==> config.mk <==
export PLATFORM = sky130hd
export DESIGN_NAME = volt_uart_report
export DESIGN_NICKNAME = d
export VERILOG_FILES = /design/src/rtl/volt_uart_pkg.sv /design/src/rtl/uart_tx_byte.sv /design/src/rtl/volt_uart_report.sv
export SDC_FILE = /design/constraint.sdc
export NUM_CORES = 1
export LEC_CHECK = 0
export CORE_MARGIN = 4
export CORE_UTILIZATION = 35
export DETAILED_ROUTE_END_ITERATION = 8
export HOLD_SLACK_MARGIN = 0.06
export PLACE_DENSITY = 0.57
export SLEW_MARGIN = 0
export SYNTH_ARGS = -nofsm -noshare
export SYNTH_HDL_FRONTEND = slang
export SYNTH_SLANG_ARGS = --single-unit
export TNS_END_PERCENT = 5
==> constraint.sdc <==
create_clock -name ad_clk -period 1.7 [get_ports ad_clk]
set_input_delay 0.51 -clock ad_clk [delete_from_list [all_inputs] [get_ports ad_clk]]
set_output_delay 0.51 -clock ad_clk [all_outputs]
set_load 0.01 [all_outputs]
==> src/rtl/volt_uart_pkg.sv <==
// volt_uart_pkg: shared state types, ASCII constants and helpers for the
// voltage UART reporter. Optional build macro: VOLT_UART_PARITY_EN adds an
// even-parity bit-time after the data bits of every byte.
package volt_uart_pkg;

    localparam int FRAME_LEN = 9;

    localparam logic [7:0] ASC_ZERO  = 8'h30;
    localparam logic [7:0] ASC_DOT   = 8'h2E;
    localparam logic [7:0] ASC_V     = 8'h56;
    localparam logic [7:0] ASC_CR    = 8'h0D;
    localparam logic [7:0] ASC_LF    = 8'h0A;
    localparam logic [7:0] ASC_QMARK = 8'h3F;

    // Record sequencer: waits for a tick, presents a byte, waits for it to go out.
    typedef enum logic [1:0] {
        REC_IDLE,
        REC_LOAD,
        REC_SEND
    } rec_state_t;

    // Byte serialiser line states.
    typedef enum logic [2:0] {
        TX_IDLE,
        TX_START,
        TX_DATA,
`ifdef VOLT_UART_PARITY_EN
        TX_PARITY,
`endif
        TX_STOP
    } tx_state_t;

    // One BCD digit to its ASCII character; anything above 9 is shown as '?'.
    function automatic logic [7:0] bcd_to_ascii(input logic [3:0] nib);
        return (nib > 4'd9) ? ASC_QMARK : (ASC_ZERO + {4'd0, nib});
    endfunction

endpackage

==> src/rtl/uart_tx_byte.sv <==
// uart_tx_byte: serialises one byte per valid/ready handshake as
// start, 8 data bits LSB first, [even parity when VOLT_UART_PARITY_EN], stop.
// Each bit-time lasts BAUD_DIV clocks. The line output is registered so it
// changes on the edge that enters a bit. done pulses (combinationally) in the
// last clock of the stop bit so the caller can hand over the next byte with
// no idle gap beyond its own load cycle.
module uart_tx_byte
    import volt_uart_pkg::*;
#(
    parameter int BAUD_DIV = 434
) (
    input  logic       clk,
    input  logic       rst_n,
    input  logic [7:0] data,
    input  logic       valid,
    output logic       ready,
    output logic       done,
    output logic       tx
);

    localparam int CW = (BAUD_DIV > 1) ? $clog2(BAUD_DIV) : 1;

    tx_state_t     state, state_d;
    logic [CW-1:0] baud_cnt, baud_cnt_d;
    logic [2:0]    bit_idx, bit_idx_d;
    logic [7:0]    data_q, data_d;
    logic          tx_d;
    logic          bit_last;

    assign bit_last = (baud_cnt == CW'(BAUD_DIV - 1));
    assign ready    = (state == TX_IDLE);

    // Next-state and next line level for the bit sequencer.
    always_comb begin
        // NOTE: every variable gets a default first so no path leaves one unassigned (no latch).
        state_d    = state;
        baud_cnt_d = baud_cnt;
        bit_idx_d  = bit_idx;
        data_d     = data_q;
        tx_d       = tx;
        done       = 1'b0;
        case (state)
            TX_IDLE: begin
                tx_d = 1'b1;
                if (valid) begin
                    state_d    = TX_START;
                    baud_cnt_d = '0;
                    bit_idx_d  = '0;
                    data_d     = data;
                    tx_d       = 1'b0;
                end
            end
            TX_START: begin
                baud_cnt_d = baud_cnt + 1'b1;
                if (bit_last) begin
                    state_d    = TX_DATA;
                    baud_cnt_d = '0;
                    tx_d       = data_q[0];
                end
            end
            TX_DATA: begin
                baud_cnt_d = baud_cnt + 1'b1;
                if (bit_last) begin
                    baud_cnt_d = '0;
                    if (bit_idx == 3'd7) begin
`ifdef VOLT_UART_PARITY_EN
                        state_d = TX_PARITY;
                        tx_d    = ^data_q;
`else
                        state_d = TX_STOP;
                        tx_d    = 1'b1;
`endif
                    end else begin
                        bit_idx_d = bit_idx + 3'd1;
                        tx_d      = data_q[bit_idx + 3'd1];
                    end
                end
            end
`ifdef VOLT_UART_PARITY_EN
            TX_PARITY: begin
                baud_cnt_d = baud_cnt + 1'b1;
                if (bit_last) begin
                    state_d    = TX_STOP;
                    baud_cnt_d = '0;
                    tx_d       = 1'b1;
                end
            end
`endif
            TX_STOP: begin
                baud_cnt_d = baud_cnt + 1'b1;
                if (bit_last) begin
                    state_d    = TX_IDLE;
                    baud_cnt_d = '0;
                    done       = 1'b1;
                end
            end
            default: begin
                state_d = TX_IDLE;
                tx_d    = 1'b1;
            end
        endcase
    end

    // Sequencer registers; the line idles high out of reset.
    always_ff @(posedge clk or negedge rst_n) begin
        // NOTE: non-blocking assignments so every register samples pre-edge values.
        if (!rst_n) begin
            state    <= TX_IDLE;
            baud_cnt <= '0;
            bit_idx  <= '0;
            data_q   <= '0;
            tx       <= 1'b1;
        end else begin
            state    <= state_d;
            baud_cnt <= baud_cnt_d;
            bit_idx  <= bit_idx_d;
            data_q   <= data_d;
            tx       <= tx_d;
        end
    end

endmodule

==> src/rtl/volt_uart_report.sv <==
// volt_uart_report: every REPORT_CYCLES clocks (when enabled and idle)
// snapshots the BCD voltage and sign and sends the 9-byte record
// "<sign>D.DDDV\r\n" over a UART. Optional build macro VOLT_UART_PARITY_EN
// (handled inside uart_tx_byte) adds even parity to each byte.
module volt_uart_report
    import volt_uart_pkg::*;
#(
    parameter int CLK_FREQ      = 50_000_000,
    parameter int BAUD          = 115200,
    parameter int REPORT_CYCLES = 5_000_000
) (
    input  logic        ad_clk,
    input  logic        rst_n,
    input  logic [19:0] ch1_dec,
    input  logic [7:0]  ch1_sig,
    input  logic        report_en,
    output logic        uart_tx,
    output logic        busy,
    output logic        frame_done
);

    localparam int BAUD_DIV = CLK_FREQ / BAUD;
    localparam int PW       = (REPORT_CYCLES > 1) ? $clog2(REPORT_CYCLES) : 1;

    logic [PW-1:0] period_cnt;
    logic          tick;
    rec_state_t    state, state_d;
    logic [3:0]    idx, idx_d;
    logic [15:0]   snap_dec;
    logic [7:0]    snap_sig;
    logic          snap_load;
    logic          frame_done_d;
    logic [7:0]    byte_data;
    logic          byte_valid, byte_ready, byte_done;
    logic          unused_dec_hi;

    // Only four digits are reported; the top BCD digit is deliberately ignored.
    assign unused_dec_hi = ^ch1_dec[19:16];

    assign tick = (period_cnt == PW'(REPORT_CYCLES - 1));

    // Free-running report period counter, independent of transmitter activity.
    always_ff @(posedge ad_clk or negedge rst_n) begin
        if (!rst_n)    period_cnt <= '0;
        else if (tick) period_cnt <= '0;
        else           period_cnt <= period_cnt + 1'b1;
    end

    // Snapshot taken at frame start so mid-frame input changes cannot tear the record.
    always_ff @(posedge ad_clk or negedge rst_n) begin
        if (!rst_n) begin
            snap_dec <= '0;
            snap_sig <= '0;
        end else if (snap_load) begin
            snap_dec <= ch1_dec[15:0];
            snap_sig <= ch1_sig;
        end
    end

    // Record byte selection from the snapshot.
    always_comb begin
        byte_data = ASC_QMARK;
        case (idx)
            4'd0:    byte_data = snap_sig;
            4'd1:    byte_data = bcd_to_ascii(snap_dec[15:12]);
            4'd2:    byte_data = ASC_DOT;
            4'd3:    byte_data = bcd_to_ascii(snap_dec[11:8]);
            4'd4:    byte_data = bcd_to_ascii(snap_dec[7:4]);
            4'd5:    byte_data = bcd_to_ascii(snap_dec[3:0]);
            4'd6:    byte_data = ASC_V;
            4'd7:    byte_data = ASC_CR;
            4'd8:    byte_data = ASC_LF;
            default: byte_data = ASC_QMARK;
        endcase
    end

    // Record sequencing: ticks that arrive while busy are simply dropped.
    always_comb begin
        state_d      = state;
        idx_d        = idx;
        snap_load    = 1'b0;
        byte_valid   = 1'b0;
        frame_done_d = 1'b0;
        case (state)
            REC_IDLE: begin
                if (tick && report_en) begin
                    state_d   = REC_LOAD;
                    idx_d     = '0;
                    snap_load = 1'b1;
                end
            end
            REC_LOAD: begin
                byte_valid = 1'b1;
                if (byte_ready) state_d = REC_SEND;
            end
            REC_SEND: begin
                if (byte_done) begin
                    if (idx < 4'(FRAME_LEN - 1)) begin
                        idx_d   = idx + 4'd1;
                        state_d = REC_LOAD;
                    end else begin
                        state_d      = REC_IDLE;
                        frame_done_d = 1'b1;
                    end
                end
            end
            default: state_d = REC_IDLE;
        endcase
    end

    // Record state register; frame_done is registered so it aligns with busy falling.
    always_ff @(posedge ad_clk or negedge rst_n) begin
        if (!rst_n) begin
            state      <= REC_IDLE;
            idx        <= '0;
            frame_done <= 1'b0;
        end else begin
            state      <= state_d;
            idx        <= idx_d;
            frame_done <= frame_done_d;
        end
    end

    assign busy = (state != REC_IDLE);

    uart_tx_byte #(
        .BAUD_DIV (BAUD_DIV)
    ) u_tx (
        .clk   (ad_clk),
        .rst_n (rst_n),
        .data  (byte_data),
        .valid (byte_valid),
        .ready (byte_ready),
        .done  (byte_done),
        .tx    (uart_tx)
    );

endmodule

# Word-level counts from Yosys, hierarchy flattened
# Index checks and enable logic that the tools add are counted.
[word_totals] ff_bits=78 wordCells=111 output_inout_bits=3 inputBits=31
[op_classes] mux=43 n_lt_le_gt_ge=6 n_reduce_logical=16 eq_ne=26 n_addsub=8 n_bitwise=1
[op_table] op="$pmux W8 S9" count=1
[op_table] op="$add A6 B4 Y7 const A" count=4
[op_table] op="$mux W7" count=4
[op_table] op="$mux W3" count=8
[op_table] op="$add A23 B1 Y23 const B" count=1
[op_table] op="$eq A23 B23 Y1 const B" count=1
[op_table] op="$mux W23" count=1
[op_table] op="$mux W9" count=2
[op_table] op="$pmux W9 S2" count=1
[op_table] op="$eq A4 B3 Y1 const B" count=4
[op_table] op="$gt A4 B4 Y1 const B" count=4
[op_table] op="$mux W1" count=14
[op_table] op="$mux W4" count=3
[op_table] op="$ne A2 B2 Y1 const B" count=6
[op_table] op="$pmux W3 S4" count=1
[op_table] op="$add A9 B1 Y9 const B" count=1
[op_table] op="$eq A9 B9 Y1 const B" count=1
[op_table] op="$eq A4 B2 Y1 const B" count=2
[op_table] op="$ne A2 B1 Y1 const B" count=4
[op_table] op="$pmux W4 S2" count=1
[op_table] op="$reduce_and A4 Y1" count=2
[op_table] op="$reduce_bool A2 Y1" count=4
[op_table] op="$eq A3 B2 Y1 const B" count=2
[op_table] op="$mux W2" count=3
[op_table] op="23 further kinds" count=25

# Depth between registers and ports, before layout
[logic_depth] ltp_word=6 ltp_mapped=8 depth_no_buf=6

# Modules after synthesis
# A second synthesis with hierarchy kept.
[hier_totals] cells_unflattened=386 hier_area_um2=4144.0
[modules_own_cells] module="volt_uart_report" cells_each=269 instances=1 area_per_inst_um2=2827.7 seq_area_each_um2=1351.3
[modules_own_cells] module="uart_tx_byte" cells_each=117 instances=1 area_per_inst_um2=1316.3 seq_area_each_um2=576.8

# Worst setup path after synthesis
# OpenSTA, ideal clock, no wires.
[synth_path] path_kind="reg2reg" start="reg period_cnt[0]" end="reg snap_dec[0]" path_buffers=2 slack_ps=-226 arrival_ps=1798 path_stages_with_launch=7 t_required_ps=1573 path_cell_list="dfrtp_1 ha_1 clkbuf_1 nand4_2 nor3_4 buf_6 mux2_1"
[synth_between] elab_chain_cells=4
[synth_rtl] item="start: declaration" line="volt_uart_report.sv:25" rtl="logic [PW-1:0] period_cnt;"
[synth_rtl] item="start signal: assignment" line="volt_uart_report.sv:46" rtl="else period_cnt <= period_cnt + 1'b1;"
[synth_rtl] item="$eq A23 B23 Y1" line="volt_uart_report.sv:40" rtl="assign tick = (period_cnt == PW'(REPORT_CYCLES - 1));"
[synth_rtl] item="$logic_and A1 B1 Y1" line="volt_uart_report.sv:86" rtl="if (tick && report_en) begin"
[synth_rtl] item="$mux W1" line="volt_uart_report.sv:86"
[synth_rtl] item="$mux W1" line="volt_uart_report.sv:84" rtl="case (state)"
[synth_rtl] item="end signal: assignment" line="volt_uart_report.sv:55" rtl="snap_dec <= ch1_dec[15:0];"
[synth_rtl] item="end: declaration" line="volt_uart_report.sv:29" rtl="logic [15:0] snap_dec;"
# Every way passes these cells.
# A chain may end at the register's enable or synchronous reset.

# Worst setup path after layout
[layout_path] start="reg period_cnt[15]" end="reg snap_sig[4]"
[layout_between] elab_chain_cells=4
[layout_rtl] item="$eq A23 B23 Y1" line="volt_uart_report.sv:40"
[layout_rtl] item="$logic_and A1 B1 Y1" line="volt_uart_report.sv:86"
[layout_rtl] item="$mux W1" line="volt_uart_report.sv:86"
[layout_rtl] item="$mux W1" line="volt_uart_report.sv:84"
[layout_rtl] item="end signal: assignment" line="volt_uart_report.sv:56" rtl="snap_sig <= ch1_sig;"
[layout_rtl] item="end: declaration" line="volt_uart_report.sv:30" rtl="logic [7:0] snap_sig;"
# Every way passes these cells.

==> metrics.csv <==
metric;value;unit
failed_checks;setup timing;
grt_usage;15.2;%
via_per_inst;5.21;
slew_violations;0;
synth-warning-count;0;
crit_buf_inv;1;
grt_pass1_wl;16400;um
synth_nets;439;
die_area;0.0136;mm^2
cp.required;1920;ps
synth.avg_cell_area;10.5;um^2
ys_ff_latch;77;
ys_seq_area_share;46.7;%
wirelength;9390;um
multi_input_area;0.00222;mm^2
relSlewSlack;74.1;%
final_common_cell;dfrtp_1;
die-width;117;um
post_cts_buffers;0;
grt_antenna_before_repair;0;
end_kind;flip-flop;
io_pins;34;
worstSetupPathType;flip-flop to flip-flop;
drc;0;
setup_viol;29;
max_slew.worst_pin.slew;385;ps
overflow;0;
area_growth_syn_to_layout;35.5;%
synth_enable_flop_cells;0;
place_area;0.00512;mm^2
yosysUniqueCellTypes;63;
drive_gt1_share;27.1;%
start_util;36.0;%
grt_start_max_net_pins;37;
clkTransAtPathRegs;60;ps
synthArstFlopShare;100;%
dp_hpwl;7280;um
wl_per_cell;14.6;um
grt_pass1_vias;3499;
synth_ff_type;dfrtp_1;
cts_buffers;9;
period_minus_slack;1760;ps
antenna_cells;0;
p_leak;2.57;nW
htree_levels;3;
ant_nets;0;
ir_drop;498;uV
setup_ws;-64.6;ps
place_congestion;0.847;
start_kind;flip-flop;
critical_path_arrival;1980;ps
finalHoldViolCount;0;
status;complete, but fails checks;
crit_path_max_incr_delay;420;ps
syn_area;0.00413;mm^2
hp-class;flip-flop to flip-flop;
cp_cell_sequence;nor4_4, nand4_1, nor3_4, buf_12, mux2_2;
worst-path-max-fanout;25;
worst_path_max_delay_cell;dfrtp_1;
syn_inst;393;
fin_skew;4.35;ps
maxCapViolCount;0;
crit_family;simple AND/OR/NAND/NOR gates;
insertion_delay;330;ps
fin_crit_sh;104;%
fin_nets;542;
p_per_area;698;mW/mm^2
drt_iter0_drc;112;
first_pass_iters;4;
cts_sinks;77;
rsz0062_at_grt;yes;
coreArea;0.0115;mm^2
cts_root_buf;clkbuf_16;
rows;39;
pre_cts_ws;-404;ps
seq_area;0.00193;mm^2
fin_area;0.00559;mm^2
fmax;567;MHz
final_cell_mix;74 x dfrtp_1, 71 x buf_4, 27 x nor2_1;
io_buffers;29;
via_count;3357;
die_y;117;um
fill_cells;1022;
tritoncts;done;
clock_path_buffers;2;
-- worst paths after layout --
kind	from	end	slack (ps)	cells after the start
min reg2reg	u_tx.data_q[7]	u_tx.data_q[7]	470	2
max	period_cnt[15]	snap_sig[4]	-60	5
min	u_tx.data_q[7]	u_tx.data_q[7]	470	2
max in group asynchronous	rst_n	u_tx.tx	560	3
min in group asynchronous	rst_n	snap_dec[8]	600	2
max reg2reg	period_cnt[15]	snap_sig[4]	-60	5
-- state kept, by name (all words and copies together), names as in the netlist --
name / cells
snap_dec: 16
state: 2
u_tx.bit_idx: 3
u_tx.data_q: 8
period_cnt: 23
u_tx.state: 2
u_tx.baud_cnt: 9
idx: 4
snap_sig: 8
frame_done: 1
u_tx.tx: 1
-- per-layer routing --
metal | share of wire, % | GRT usage [%] | up-vias
met2 | 49 | 25.5 | 50
met5 | 0 | 0 | -
met1 | 47 | 20.2 | 1629
met4 | 1.5 | 5.50 | 0
met3 | 2.4 | 2.12 | 12
li1 | - | - | 1666
-- kinds of logic after synthesis --
logic type / after synthesis / share of synthesized area [%]
fa+ha+maj: 15 / 4.55
flops: 77 / 46.7
buf+inv: 28 / 2.94
xor+xnor: 23 / 4.88
compound gates: 85 / 13.4
mux: 30 / 8.67
simple gates: 135 / 18.8
-- through the flow --
step | setup TNS, ps | cells | utilization, % | hold slack [ps] | power (W)
6_report | -1470 | 644 | 48.8 | 471 | 0.00390
3_3_place_gp | -9720 | 627 | 44.6 | 408 | 0.00198
2_1_floorplan | -4200 | 393 | - | 214 | 0.00187
4_1_cts | -2100 | 644 | 47.8 | 477 | 0.00396
3_5_place_dp | -10550 | 627 | 44.6 | 409 | 0.00198
5_1_grt | -4740 | 644 | 48.8 | 521 | 0.00406
-- synth_stat cells, types with 4 or more instances --
cell      count  area [um^2]
dfrtp_1      76         1900
nor2_1       31          116
nand2_1      23         86.3
o21ai_0      20          100
a21oi_1      19         95.1
mux2_1       19          214
ha_1         15          188
inv_1        15         56.3
nand3_1      15         75.1
xnor2_1      13          114
nand4_1      12         75.1
xor2_1       10         87.6
clkbuf_1      9         33.8
nor3_1        9         45.0
nor4_1        8         50.1
mux2_2        7         78.8
a31oi_1       6         37.5
o22ai_1       6         37.5
a211oi_1      5         37.5
and3_1        5         31.3
and4_1        4         35.0
nor2b_1       4         25.0
o21a_1        4         30.0
-- report_power, final --
group | total [W] | internal [W] | switching (W)
logic | 0.000108 | 0.0000611 | 0.0000470
clock network | 0.00196 | 0.00122 | 0.000747
registers | 0.00183 | 0.00183 | 0
total | 0.00390 | 0.00311 | 0.000794
-- worst min-delay path: cells and delay by family (launching register included) --
kind / cells / cell delay, ps
flip-flops: 1 / 340
AND/OR/NAND/NOR: 2 / 100
-- layout make-up --
| cell class | count | share of cell area (%) |
|---|---|---|
| timing repair buffer | 105 | 16.0 |
| multi-input combinational | 288 | 39.7 |
| inverter | 15 | 1.01 |
| tap | 143 | 3.20 |
| sequential | 77 | 34.5 |
| clock buffer | 11 | 4.52 |
| clock inverter | 5 | 1.05 |
-- repair_timing --
action	in CTS	in global routing
resized for setup	17	27
pin swaps	3	3
setup endpoints to repair	39	57
cloned	0	0
endpoints found under the hold margin	18	0
hold buffers	1	0
Power figures use the tool's default switching activity.
